$ cat config.mk
export PLATFORM = sky130hd
export DESIGN_NAME = hazard_unit
export DESIGN_NICKNAME = d
export VERILOG_FILES = /design/src/rtl/hazard_unit.sv
export SDC_FILE = /design/constraint.sdc
export NUM_CORES = 1
export LEC_CHECK = 0
export ABC_AREA = 1
export CELL_PAD_IN_SITES_DETAIL_PLACEMENT = 1
export CELL_PAD_IN_SITES_GLOBAL_PLACEMENT = 2
export CORE_ASPECT_RATIO = 0.7
export CORE_UTILIZATION = 26
export DETAILED_ROUTE_END_ITERATION = 16
export MAX_ROUTING_LAYER = met4
export PLACE_DENSITY_LB_ADDON = 0.1
export RECOVER_POWER = 50
export SKIP_LAST_GASP = 1
export SLEW_MARGIN = 20
export SYNTH_ARGS = -nofsm -noshare
export SYNTH_HDL_FRONTEND = slang
export SYNTH_SLANG_ARGS = --single-unit
$ cat constraint.sdc
create_clock -name clock -period 5.4 [get_ports clock]
set_input_delay 1.35 -clock clock [delete_from_list [all_inputs] [get_ports clock]]
set_output_delay 1.35 -clock clock [all_outputs]
set_load 0.03 [all_outputs]
$ cat src/rtl/hazard_unit.sv
// hazard_unit: load-use/branch hazard detection, stall FSM, IF/ID flush and event counters
module hazard_unit #(
  parameter int CNT_W = 32
) (
  input  logic             clock,
  input  logic             reset,
  input  logic [4:0]       id_rs,
  input  logic [4:0]       id_rt,
  input  logic             id_uses_rs,
  input  logic             id_uses_rt,
  input  logic             id_branch,
  input  logic             id_jump,
  input  logic             branch_taken,
  input  logic             ex_mem_read,
  input  logic             ex_reg_write,
  input  logic [4:0]       ex_write_addr,
  input  logic             mem_mem_read,
  input  logic [4:0]       mem_write_addr,
  output logic             pc_write,
  output logic             ifid_write,
  output logic             ifid_flush,
  output logic             hazard_detected,
  output logic             stall_active,
  output logic [CNT_W-1:0] stall_count,
  output logic [CNT_W-1:0] flush_count
);
  typedef enum logic {IDLE, STALL} state_t;
  state_t state;
  logic rem;
  logic ex_m, mem_m, stall;
  logic [1:0] n;
  // required stall length from the ID operands against the EX and MEM destinations
  always_comb begin
    ex_m  = (id_uses_rs & (id_rs == ex_write_addr) & |ex_write_addr) |
            (id_uses_rt & (id_rt == ex_write_addr) & |ex_write_addr);
    mem_m = (id_uses_rs & (id_rs == mem_write_addr) & |mem_write_addr) |
            (id_uses_rt & (id_rt == mem_write_addr) & |mem_write_addr);
    n = (ex_mem_read & ex_m & id_branch) ? 2'd2 :
        ((ex_mem_read & ex_m) | (ex_reg_write & ~ex_mem_read & ex_m & id_branch) |
         (mem_mem_read & mem_m & id_branch)) ? 2'd1 : 2'd0;
    stall = ~reset & ((state == STALL) | (n != 2'd0));
  end
  // Mealy pipeline controls; reset forces the idle values
  always_comb begin
    pc_write        = ~stall;
    ifid_write      = ~stall;
    hazard_detected = stall;
    stall_active    = ~reset & (state == STALL);
    ifid_flush      = ~reset & (state == IDLE) & (n == 2'd0) & (id_jump | (id_branch & branch_taken));
  end
  // two-cycle stall sequencing: STALL ignores inputs and returns once rem runs out
  always_ff @(posedge clock or posedge reset) begin
    if (reset) begin
      state <= IDLE;
      rem   <= 1'b0;
    end else if (state == IDLE) begin
      if (n == 2'd2) begin
        state <= STALL;
        rem   <= 1'b1;
      end
    end else begin
      rem   <= rem - 1'b1;
      state <= (rem == 1'b1) ? IDLE : STALL;
    end
  end
  // saturating event counters
  always_ff @(posedge clock or posedge reset) begin
    if (reset) begin
      stall_count <= '0;
      flush_count <= '0;
    end else begin
      if (hazard_detected && !(&stall_count)) stall_count <= stall_count + 1'b1;
      if (ifid_flush && !(&flush_count)) flush_count <= flush_count + 1'b1;
    end
  end
endmodule

==> impl_metrics.yaml <==
timing:
  hold_viol: 0
  max_slew_margin_pct: 5.24
  tns_ns: 0
  slew_violations: 0
  max_freq_mhz: 207
  rsz0062_at_grt: "false"
  post-route-period-util_pct: 89.6
  setup_violations: 0
  tightest_slew_ns: 1.42
  clock_skew_ns: 0.00669
  min_period_ns: 4.84
floorplanning:
  die_height_um: 119
  rows: 42
  dieWidth_um: 169
  start_util_pct: 26.8
  die-area_mm2: 0.0202
  pin_count: 99
  core_area_mm2: 0.0190
worst_hold_path:
  hp-class: "flop to flop"
routing:
  drcViolationCount: 0
  drt_pass1_iterations: 4
  drt-initial-drc-count: 271
  totalWireLength_um: 18700
  via_count: 5166
  via_per_inst: 4.72
  ant_nets: 0
  post_drt_wl_per_cell_um: 17.1
run:
  max_cap_violations: 0
grt:
  grt_pass1_wl_um: 30300
  antenna_found_initial: 0
  grt_usage_pct: 20.1
  grt_max_degree: 65
  grt_pass1_vias: 5473
  grt_overflow: 0
power:
  p_total_uw: 2150
  peakVddDrop_v: 0.000173
  power-per-cell-area_mw_per_mm2: 328
  power_leakage_uw: 0.00314
synth:
  synth_top_area_cell: "dfrtp_1"
  ys.flop_type: "dfrtp_1"
  synth-seq-cells: 66
  seq_area_frac_synth_pct: 32.4
  syn-instance-count: 737
  synth.area.top_cells: "dfrtp_1 (32%), nand2_1 (18%), xor2_1 (8.2%)"
  synth_warnings: 0
  avgSynthCellArea_um2: 6.92
  synth_edf_count: 0
  async_flop_share_pct: 100
  synth_top_area_share_pct: 32.4
  syn_area_mm2: 0.00510
  syn_nets: 769
  synth.distinct_cells: 28
setup_path:
  critPathLaunchType: "input pin"
  cp-end-kind: "output port"
  critPathSlowestCell: "clkdlybuf4s50_1"
  path_max_fanout: 3
  worstPathArrival_ns: 3.49
  critPathKind: "input pin to output port"
  cp_data_required_time_ns: 4.05
  path_cells: "dlygate4sd3_1, inv_1, nand2_1, nand2_1, nor2_1, nand3_1, nand2_1, nand3_1, nand3_2, nand2_1, inv_1, clkdlybuf4s50_1"
  cp_common_cell: "nand2_1"
  cpPeakStageDelay_ns: 0.66
placed_design:
  gp_congestion: 0.863
  placed_area_mm2: 0.00628
  dp_hpwl_um: 14200
  io_buffer_count: 98
clock_tree:
  root_buffer: "clkbuf_16"
  cts_num_sinks: 66
  cts_setup_buffers: 0
  cts.path.max_buffers: 2
  clk_latency_ns: 0.34
  ctsHtreeMaxLevel: 3
  hold_buffers: 0
  cts_tree: "yes"
  path_clk_slew_ns: 0.06
  cts_buffers: 9
  ctsResizeCount: 0
cells_and_area:
  nFillCells: 2360
  finalNetCount: 858
  diodes: 0
  area_growth_syn_to_layout_pct: 28.9
  drive_gt1_share_pct: 7.22
  fin_area_mm2: 0.00657
status:
  status: "complete, no violations"
registers in the layout, summed over array words and instances (netlist names):
name,count
flush_count,32
rem,1
state,1
stall_count,32
area by class of cell:
| class | instances | area [um^2] | share of cell area, % |
|---|---|---|---|
| Multi-Input combinational cell | 563 | 2970 | 45.1 |
| Sequential cell | 66 | 1650 | 25.1 |
| Timing Repair Buffer | 103 | 1010 | 15.4 |
| Tap cell | 264 | 330 | 5.03 |
| Inverter | 83 | 313 | 4.76 |
| Clock buffer | 10 | 229 | 3.49 |
| Clock inverter | 6 | 67.6 | 1.03 |
worst max-delay path, delay by kind of cell:
| kind | cells | cell delay (ns) |
|---|---|---|
| buffers and inverters | 4 | 1.44 |
| and+or+nand+nor | 8 | 0.71 |
stage by stage:
step,utilization (%),cells,hold WS [ns],worst slack (ns)
finish,34.5,1095,0.514,0.560
global route,34.5,1095,0.560,0.412
detailed placement,33.0,1079,0.507,0.613
global placement,33.0,1079,0.482,0.679
CTS,34.6,1095,0.521,0.614
floorplan,-,737,0.467,0.660
final timing paths:
kind                                       start               to  slack (ns)  cells past startpoint
worst min-delay path                         rem              rem        0.51                      2
worst min register to register               rem              rem        0.51                      2
worst max-delay path            ex_write_addr[2]  hazard_detected        0.56                     12
min in group asynchronous                  reset  flush_count[15]        1.69                      3
max in group asynchronous                  reset  stall_count[29]        1.92                      4
worst max register to register    flush_count[1]  flush_count[13]        2.09                     10
cell usage after synthesis, types with 2 or more instances:
library cell / instances
buf_4: 8
nor2_4: 4
nor2_1: 72
o21bai_1: 32
dfrtp_1: 66
nand2_2: 3
nand4_1: 44
nand3_2: 22
clkbuf_1: 6
nor3_2: 2
ha_1: 2
xor2_1: 48
nor2_2: 4
inv_2: 2
o21ai_1: 2
nand3_1: 42
buf_2: 6
buf_6: 5
inv_1: 80
xnor2_1: 10
nor3_1: 27
nand2_1: 244
placed cells by master, fill, tap and decap left out, types with 2 or more instances in the layout:
cell type,count
nand2_1,244
nor2_2,4
inv_1,80
clkinv_4,2
dlygate4sd3_1,36
xor2_1,48
o21ai_1,2
nor3_1,27
nor2_1,72
nand3_2,22
o21bai_1,32
xnor2_1,10
buf_4,5
dfrtp_1,66
nand4_1,44
inv_2,2
nor2_4,4
nand3_1,42
clkbuf_16,9
nor3_2,2
ha_1,2
clkinvlp_4,2
nand2_2,3
clkdlybuf4s50_1,61
report_power, final:
part	leakage, uW	internal, uW	switching, uW	total [uW]
Sequential	0.000896	588	143	731
Clock	0.000139	359	254	613
Combinational	0.00210	301	510	811
Total	0.00314	1250	907	2150
kinds of logic (layout without fill, tap and decap cells):
family | Yosys count | after routing | share of synthesized area [%]
buf+inv | 108 | 202 | 9.43
flops | 66 | 66 | 32.4
fa+ha+maj | 2 | 2 | 0.491
simple gates | 466 | 466 | 42.5
xor+xnor | 58 | 58 | 9.97
compound gates | 37 | 37 | 5.25
metal layers:
layer  track usage, %  up-vias  routed length, um
li1                 -     2535                  -
met1             30.7     2527              10400
met2             27.1       95               7570
met3             3.39        9                565
met4             4.34        0                138
met5                -        -                  0
Power figures use the tool's default switching activity.
